<file path="src/rtl/hlsm_job_driver_if.sv">
// Bundle of job, core and result signals between the HLSM job driver and its environment.
// master is the driver side; slave is the job source, core and result consumer side.
interface hlsm_job_driver_if #(
  parameter int unsigned DATA_W  = 32,
  parameter int unsigned NUM_OPS = 12
);
  logic                        job_valid;
  logic                        job_ready;
  logic [NUM_OPS*DATA_W-1:0]   job_ops;
  logic [NUM_OPS*DATA_W-1:0]   hlsm_ops;
  logic                        hlsm_start;
  logic                        hlsm_rst;
  logic                        hlsm_done;
  logic [DATA_W-1:0]           hlsm_w;
  logic                        res_valid;
  logic                        res_ready;
  logic [DATA_W-1:0]           res_data;
  logic                        res_timeout;
  logic                        busy;
  logic                        err_spurious;
  logic [15:0]                 job_cnt;
  logic [7:0]                  tmo_cnt;

  modport master (
    input  job_valid, job_ops, hlsm_done, hlsm_w, res_ready,
    output job_ready, hlsm_ops, hlsm_start, hlsm_rst, res_valid, res_data, res_timeout,
           busy, err_spurious, job_cnt, tmo_cnt
  );

  modport slave (
    output job_valid, job_ops, hlsm_done, hlsm_w, res_ready,
    input  job_ready, hlsm_ops, hlsm_start, hlsm_rst, res_valid, res_data, res_timeout,
           busy, err_spurious, job_cnt, tmo_cnt
  );
endinterface

</file>
<file path="src/rtl/hlsm_job_driver.sv">
// Drives one job at a time into the HLSM core: hold operands, pulse Start, wait for Done,
// return W on the result port; a watchdog resets a hung core and reports a timeout.
module hlsm_job_driver #(
  parameter int unsigned DATA_W  = 32,
  parameter int unsigned NUM_OPS = 12,
  parameter int unsigned TMO_CYC = 1024
) (
  input logic                  Clk,
  input logic                  Rst,
  hlsm_job_driver_if.master    bus
);

  localparam int unsigned TimerW = $clog2(TMO_CYC) + 1;
  localparam logic [TimerW-1:0] TimerLast = TimerW'(TMO_CYC - 1);

  typedef enum logic [2:0] {StIdle, StStart, StWait, StRecov, StResp} state_e;

  state_e                    state_q, state_d;
  logic [NUM_OPS*DATA_W-1:0] hlsm_ops_q, hlsm_ops_d;
  logic                      hlsm_start_q, hlsm_start_d;
  logic                      hlsm_rst_q, hlsm_rst_d;
  logic [TimerW-1:0]         timer_q, timer_d;
  logic                      res_valid_q, res_valid_d;
  logic [DATA_W-1:0]         res_data_q, res_data_d;
  logic                      res_timeout_q, res_timeout_d;
  logic                      err_spurious_q, err_spurious_d;
  logic [15:0]               job_cnt_q, job_cnt_d;
  logic [7:0]                tmo_cnt_q, tmo_cnt_d;

  always_comb begin
    state_d        = state_q;
    hlsm_ops_d     = hlsm_ops_q;
    hlsm_start_d   = 1'b0;
    hlsm_rst_d     = 1'b0;
    timer_d        = timer_q;
    res_valid_d    = res_valid_q;
    res_data_d     = res_data_q;
    res_timeout_d  = res_timeout_q;
    // Done outside the wait window is flagged and otherwise ignored.
    err_spurious_d = err_spurious_q | (bus.hlsm_done && (state_q != StWait));
    job_cnt_d      = job_cnt_q;
    tmo_cnt_d      = tmo_cnt_q;

    unique case (state_q)
      StIdle: begin
        if (bus.job_valid) begin
          hlsm_ops_d   = bus.job_ops;
          hlsm_start_d = 1'b1;
          timer_d      = '0;
          state_d      = StStart;
        end
      end
      StStart: state_d = StWait;
      StWait: begin
        // Done takes priority over an expiring watchdog in the same cycle.
        if (bus.hlsm_done) begin
          res_data_d    = bus.hlsm_w;
          res_timeout_d = 1'b0;
          res_valid_d   = 1'b1;
          state_d       = StResp;
        end else if (timer_q == TimerLast) begin
          hlsm_rst_d    = 1'b1;
          res_data_d    = '0;
          res_timeout_d = 1'b1;
          state_d       = StRecov;
        end else begin
          timer_d = timer_q + 1'b1;
        end
      end
      StRecov: begin
        res_valid_d = 1'b1;
        if (tmo_cnt_q != 8'hFF) tmo_cnt_d = tmo_cnt_q + 8'd1;
        state_d = StResp;
      end
      StResp: begin
        if (bus.res_ready) begin
          res_valid_d = 1'b0;
          job_cnt_d   = job_cnt_q + 16'd1;
          state_d     = StIdle;
        end
      end
      default: state_d = StIdle;
    endcase
  end

  always_ff @(posedge Clk) begin
    if (Rst) begin
      state_q        <= StIdle;
      hlsm_ops_q     <= '0;
      hlsm_start_q   <= 1'b0;
      hlsm_rst_q     <= 1'b1;
      timer_q        <= '0;
      res_valid_q    <= 1'b0;
      res_data_q     <= '0;
      res_timeout_q  <= 1'b0;
      err_spurious_q <= 1'b0;
      job_cnt_q      <= '0;
      tmo_cnt_q      <= '0;
    end else begin
      state_q        <= state_d;
      hlsm_ops_q     <= hlsm_ops_d;
      hlsm_start_q   <= hlsm_start_d;
      hlsm_rst_q     <= hlsm_rst_d;
      timer_q        <= timer_d;
      res_valid_q    <= res_valid_d;
      res_data_q     <= res_data_d;
      res_timeout_q  <= res_timeout_d;
      err_spurious_q <= err_spurious_d;
      job_cnt_q      <= job_cnt_d;
      tmo_cnt_q      <= tmo_cnt_d;
    end
  end

  assign bus.job_ready    = (state_q == StIdle);
  assign bus.busy         = (state_q != StIdle);
  assign bus.hlsm_ops     = hlsm_ops_q;
  assign bus.hlsm_start   = hlsm_start_q;
  assign bus.hlsm_rst     = hlsm_rst_q;
  assign bus.res_valid    = res_valid_q;
  assign bus.res_data     = res_data_q;
  assign bus.res_timeout  = res_timeout_q;
  assign bus.err_spurious = err_spurious_q;
  assign bus.job_cnt      = job_cnt_q;
  assign bus.tmo_cnt      = tmo_cnt_q;

endmodule

</file>
<file path="src/flat_wrapper.sv">
// flat-port wrapper written by rule: the top's interface ports become plain ports
module hlsm_job_driver_flat 
#(
  parameter int unsigned DATA_W  = 32,
  parameter int unsigned NUM_OPS = 12,
  parameter int unsigned TMO_CYC = 1024
)
  (Clk, Rst, bus_job_valid, bus_job_ops, bus_hlsm_done, bus_hlsm_w, bus_res_ready, bus_job_ready, bus_hlsm_ops, bus_hlsm_start, bus_hlsm_rst, bus_res_valid, bus_res_data, bus_res_timeout, bus_busy, bus_err_spurious, bus_job_cnt, bus_tmo_cnt);
  hlsm_job_driver_if #(.DATA_W(DATA_W), .NUM_OPS(NUM_OPS)) bus_i ();
  input logic Clk;
  input logic Rst;
  input wire logic [$bits(bus_i.job_valid)-1:0] bus_job_valid;
  input wire logic [$bits(bus_i.job_ops)-1:0] bus_job_ops;
  input wire logic [$bits(bus_i.hlsm_done)-1:0] bus_hlsm_done;
  input wire logic [$bits(bus_i.hlsm_w)-1:0] bus_hlsm_w;
  input wire logic [$bits(bus_i.res_ready)-1:0] bus_res_ready;
  output wire logic [$bits(bus_i.job_ready)-1:0] bus_job_ready;
  output wire logic [$bits(bus_i.hlsm_ops)-1:0] bus_hlsm_ops;
  output wire logic [$bits(bus_i.hlsm_start)-1:0] bus_hlsm_start;
  output wire logic [$bits(bus_i.hlsm_rst)-1:0] bus_hlsm_rst;
  output wire logic [$bits(bus_i.res_valid)-1:0] bus_res_valid;
  output wire logic [$bits(bus_i.res_data)-1:0] bus_res_data;
  output wire logic [$bits(bus_i.res_timeout)-1:0] bus_res_timeout;
  output wire logic [$bits(bus_i.busy)-1:0] bus_busy;
  output wire logic [$bits(bus_i.err_spurious)-1:0] bus_err_spurious;
  output wire logic [$bits(bus_i.job_cnt)-1:0] bus_job_cnt;
  output wire logic [$bits(bus_i.tmo_cnt)-1:0] bus_tmo_cnt;
  assign bus_i.job_valid = bus_job_valid;
  assign bus_i.job_ops = bus_job_ops;
  assign bus_i.hlsm_done = bus_hlsm_done;
  assign bus_i.hlsm_w = bus_hlsm_w;
  assign bus_i.res_ready = bus_res_ready;
  assign bus_job_ready = bus_i.job_ready;
  assign bus_hlsm_ops = bus_i.hlsm_ops;
  assign bus_hlsm_start = bus_i.hlsm_start;
  assign bus_hlsm_rst = bus_i.hlsm_rst;
  assign bus_res_valid = bus_i.res_valid;
  assign bus_res_data = bus_i.res_data;
  assign bus_res_timeout = bus_i.res_timeout;
  assign bus_busy = bus_i.busy;
  assign bus_err_spurious = bus_i.err_spurious;
  assign bus_job_cnt = bus_i.job_cnt;
  assign bus_tmo_cnt = bus_i.tmo_cnt;
  hlsm_job_driver #(.DATA_W(DATA_W), .NUM_OPS(NUM_OPS), .TMO_CYC(TMO_CYC)) u_core (.Clk(Clk), .Rst(Rst), .bus(bus_i));
endmodule
</file>
<file path="config.mk">
export PLATFORM = sky130hd
export DESIGN_NAME = hlsm_job_driver_flat
export DESIGN_NICKNAME = d
export VERILOG_FILES = /design/src/rtl/hlsm_job_driver_if.sv /design/src/rtl/hlsm_job_driver.sv /design/src/flat_wrapper.sv
export SDC_FILE = /design/constraint.sdc
export NUM_CORES = 1
export LEC_CHECK = 0
export CORE_AREA = 2 2 343 345
export CTS_BUF_LIST = sky130_fd_sc_hd__clkbuf_8
export CTS_CLUSTER_DIAMETER = 200
export DETAILED_ROUTE_END_ITERATION = 12
export DIE_AREA = 0 0 345 347
export HOLD_SLACK_MARGIN = 0.02
export PLACE_DENSITY = 0.45
export SETUP_SLACK_MARGIN = 0.15
export SLEW_MARGIN = 20
export SYNTH_ARGS = -nofsm -noshare
export SYNTH_HDL_FRONTEND = slang
export SYNTH_SLANG_ARGS = --single-unit
</file>
<file path="constraint.sdc">
create_clock -name Clk -period 3.72 [get_ports Clk]
set_input_delay 1.116 -clock Clk [delete_from_list [all_inputs] [get_ports Clk]]
set_output_delay 1.116 -clock Clk [all_outputs]
set_load 0.01 [all_outputs]
</file>
* Yosys cells after proc, flatten, opt, wreduce, memory -nomap -nowiden
Index checks and enable logic that the tools add are counted.
Widths: inputs -> output; s select.
** Cells by class
- Add/subtract/negate cells :: 3
- Eq/ne operators :: 13
- Multiplexer cells :: 20
- Bitwise operators :: 2
- Reductions and logical operators :: 14
** Operators with widths (number)
- $mux 32 :: 2
- $mux 11 :: 3
- $pmux 11 s2 :: 1
- $add 16x1->16 const B :: 1
- $pmux 3 s5 :: 1
- $mux 3 :: 4
- $add 11x1->11 const B :: 1
- $eq 11x10->1 const B :: 1
- $ne 2x2->1 const B :: 5
- $add 8x1->8 const B :: 1
- $mux 1 :: 8
- $ne 8x8->1 const B :: 1
- $reduce_and 2->1 :: 4
- $eq 3x2->1 const B :: 2
- $ne 3x2->1 const B :: 2
- $reduce_and 3->1 :: 2
- $reduce_bool 3->1 :: 2
- $reduce_and 4->1 :: 1
- $reduce_bool 2->1 :: 2
- $eq 3x1->1 const B :: 1
- $eq 3x3->1 const B :: 1
- $logic_not 3->1 :: 1
- $pmux 1 s3 :: 1
- $reduce_or 2->1 :: 1
- other kinds (3) :: 3
** Word-level totals
- Register bits after elaboration :: 459
- Input port bits :: 421
- Output and inout bits :: 447
- Word-level logic and storage cells :: 63

* Longest topological paths before layout
Gate-level depths: netlist of the first run.
- Depth after elaboration :: 4
- Gate-level depth with buffers :: 8
- Depth with buffers taken out :: 5

* Worst setup path after synthesis of the first run
Ideal clock, no wire load.
- Path kind :: input to register
- From :: input port Rst
- To :: register u_core.timer_q[6]
- Setup time :: 0.075 ns
- Arrival :: 2.370 ns
- Data required time :: 3.645 ns
- Path slack :: 1.275 ns
- Stages :: 5
- Buffers on the path :: 1
- Cell sequence :: clkbuf_1 nor4b_4 or4b_1 o32a_1 o21ai_0
** RTL lines
- start: declaration :: line flat_wrapper.sv:11 : input logic Rst;
- end signal: assignment :: line hlsm_job_driver.sv:104 : timer_q <= timer_d;
- end: declaration :: line hlsm_job_driver.sv:22 : logic [TimerW-1:0] timer_q, timer_d;

* Worst setup path after layout of the first run
- From :: register u_core.state_q[1]
- To :: output port bus_busy
** On the way
- Cells in the longest elaborated chain, start to end :: 1
** RTL lines
- start: declaration :: line hlsm_job_driver.sv:18 : state_e state_q, state_d;
- start signal: assignment :: line hlsm_job_driver.sv:88 : state_q <= StIdle;
- start signal: assignment :: line hlsm_job_driver.sv:100 : state_q <= state_d;
- $reduce_bool 3->1 :: line hlsm_job_driver.sv:115 : assign bus.busy = (state_q != StIdle);
- end: declaration :: line flat_wrapper.sv:24 : output wire logic [$bits(bus_i.busy)-1:0] bus_busy;
No other way between the ends.

==> flow_summary.yaml, run 1 <==
yosys:
  syn-cell-area_mm2: 0.0161
  synthMuxAreaShare_pct: 0.124
  synth_simple_gate_area_share_pct: 21.7
  syn_inst: 1978
  synth-edff-count: 0
  synth_fa_ha_area_share_pct: 0.233
  yosysSeqAreaShare_pct: 57.1
  synth.distinct_cells: 53
  synth_compound_area_share_pct: 16.2
  async_flop_share_pct: 0
  syn_avg_cell_area_um2: 8.14
  synth_xor_xnor_area_share_pct: 0.653
  synth_top_family_by_area: "simple AND/OR/NAND/NOR gates"
  ys_ff_latch: 459
  synth_flop_cell: "dfxtp_1"
  yosysWarningCount: 0
  synth_fp_nets: 2402
clock_network:
  cts_tree: "built"
  cts_hold_buf: 0
  cts_sinks: 459
  cts_setup_buffers: 0
  clk_latency_ns: 0.71
  htree_levels: 3
  clockBufferDepth: 3
  path_clk_slew_ns: 0.06
  numCtsBuffers: 92
  cts-root-buf: "clkbuf_8"
  post_cts_resized: 1
floorplanning:
  die-area_mm2: 0.120
  num_rows: 125
  pin_count: 868
  die_h_um: 347
  die_w_um: 345
  initial_utilization_pct: 13.9
  core-area_mm2: 0.116
final_layout:
  nFillCells: 12800
  final_cell_mix: "clkdlybuf4s50_1, nand2_1, dfxtp_1"
  nets: 3264
  fin_util_pct: 24.7
  layout_commonest_cell: "clkdlybuf4s50_1"
  drive_gt1_share_pct: 6.43
  synthToLayoutAreaGrowth_pct: 77.8
setup_path:
  crit_path_top_delay_cell: "dfxtp_1"
  critical-path-max-stage-delay_ns: 0.65
  crit_arrival_ns: 2.28
  crit_type: "reg2out"
  crit_fanout: 14
  critPathBufInv: 2
  end_kind: "output pin"
  crit_family: "buffers and inverters"
  path_cells: "nor3_4, inv_1, clkdlybuf4s50_1"
  crit_required_ns: 2.60
  crit_path_start_kind: "flop"
global_route:
  grt_pass1_vias: 16300
  grt_overflow: 0
  antenna_found_initial: 8
  grt_pass1_wl_um: 112000
  grt.total_usage_pct: 12.4
  grt_max_degree: 171
timing:
  finalSetupTns_ns: 0
  slew_violations: 0
  min_period_over_period_pct: 91.3
  hold_viol: 0
  max_slew_margin_pct: 26.6
  worst_pin_slew_ns: 1.10
  setup-violations-final: 0
  min_period_ns: 3.40
  rsz0062_at_grt: "no"
  fin_ws_ns: 0.325
  skew_ns: 0.0355
  clock.fmax_ghz: 0.295
detailed_routing:
  ant_nets: 0
  firstDrtPassIters: 5
  routed_wirelength_um: 77500
  routedWlPerCell_um: 17.5
  remaining_drc_errors: 0
  vias: 16700
  routed_via_density: 3.77
  dr.first_iter.drc_count: 797
outcome:
  outcome: "finished, final reports clean"
placed_design:
  routabilityCongestion: 0.850
  hpwl_um: 57000
  port_buffers: 867
  post-place-ws_ns: 0.646
power_and_ir_drop:
  power_density_mw_per_mm2: 491
  leakage_nw: 10.3
  max-vdd-ir-drop_uv: 279
job:
  cap_violations: 0
worst_hold_path:
  hold_path.class: "reg2reg"
[per-stage QoR]
step                cells  power, mW  area (um^2)  hold slack, ns
floorplan            1978       6.90        16100           0.447
global placement     4270       8.92        26700           0.441
detailed placement   4270       8.92        26700           0.445
CTS                  4434       14.4        28600           0.453
global route         4437       14.8        28600           0.468
finish               4438       14.0        28600           0.451
[kinds of logic after synthesis]
group,after synthesis
flops,459
xor+xnor,12
fa+ha+maj,3
mux,2
buf+inv,157
compound gates,479
simple gates,866
[synthesized netlist by cell type, types with 2 or more instances]
cell	instances	share of area [%]
a21oi_1	398	12
o211ai_1	2	0.093
or4b_1	2	0.12
and3_1	4	0.16
dfxtp_1	459	57
and2_1	5	0.19
nand3_1	8	0.25
mux2i_1	2	0.12
clkbuf_1	97	2.3
a22o_1	32	1.7
buf_2	47	1.5
nand4_1	11	0.43
nor3_1	6	0.19
nor2_1	22	0.51
and4_1	4	0.22
o21ai_0	14	0.44
ha_1	3	0.23
nand2b_1	7	0.27
buf_1	3	0.070
a31oi_1	13	0.51
o31ai_1	3	0.14
inv_1	10	0.23
o211a_1	2	0.12
or4_1	3	0.14
or3_1	5	0.19
xor2_1	11	0.60
nand2_1	778	18
o21a_1	2	0.093
[per-layer routing]
layer	wire (um)	share of wire, %	vias to the layer above	global-route usage (%)
met3	6680	8.6	144	4.63
met2	35400	46	654	19.5
met4	2500	3.2	10	4.66
li1	-	-	8250	-
met1	32900	42	7683	15.3
met5	62	0.080	-	0
[sequential cells by signal, summed over array words and instances (netlist names), 3 cells and up]
signal,cells
u_core.bus.res_data,32
u_core.bus.tmo_cnt,8
u_core.bus.hlsm_ops,384
u_core.timer_q,11
u_core.state_q,3
u_core.bus.job_cnt,16
[worst register-to-register path, delay by kind of cell (launching register included)]
kind / cells / cell delay (ns)
fa+ha+maj: 1 / 0.24
flops: 1 / 0.37
simple gates: 3 / 1.51
compound gates: 1 / 0.13
[power breakdown]
part	total (mW)	switching, mW	internal, mW	leakage [nW]
combinational	3.16	1.56	1.60	5.47
clock	5.28	2.41	2.87	1.09
sequential	5.61	0.247	5.36	3.75
total	14.0	4.21	9.83	10.3
[area by class of cell]
class	instances	area (um^2)	area share, %
antenna	4	10.0	0.0350
clock buffer	112	1540	5.39
clock inverter	52	318	1.11
inverter	10	37.5	0.131
multi-input combinational	1362	6280	22.0
sequential	459	9190	32.1
tap	1524	1910	6.66
timing repair buffer	915	9330	32.6
[worst paths after layout]
kind	end	startpoint	slack, ns	cells after the start
worst max-delay path	bus_busy	u_core.state_q[1]	0.32	3
worst min-delay path	u_core.bus.hlsm_ops[44]	u_core.bus.hlsm_ops[44]	0.45	2
worst max register to register	u_core.state_q[0]	u_core.timer_q[0]	1.39	5
worst min register to register	u_core.bus.hlsm_ops[44]	u_core.bus.hlsm_ops[44]	0.45	2
No activity file was read; power rests on OpenSTA's default activity.
==> inputs of run 2 (changes only) <==
--- a/config.mk
+++ b/config.mk
@@ -7,7 +7,6 @@
 export LEC_CHECK = 0
 export CORE_AREA = 2 2 343 345
 export CTS_BUF_LIST = sky130_fd_sc_hd__clkbuf_8
-export CTS_CLUSTER_DIAMETER = 200
 export DETAILED_ROUTE_END_ITERATION = 12
 export DIE_AREA = 0 0 345 347
 export HOLD_SLACK_MARGIN = 0.02
==> results of run 2 <==
Final layout, timing and power as in run 1 (identical DEF).
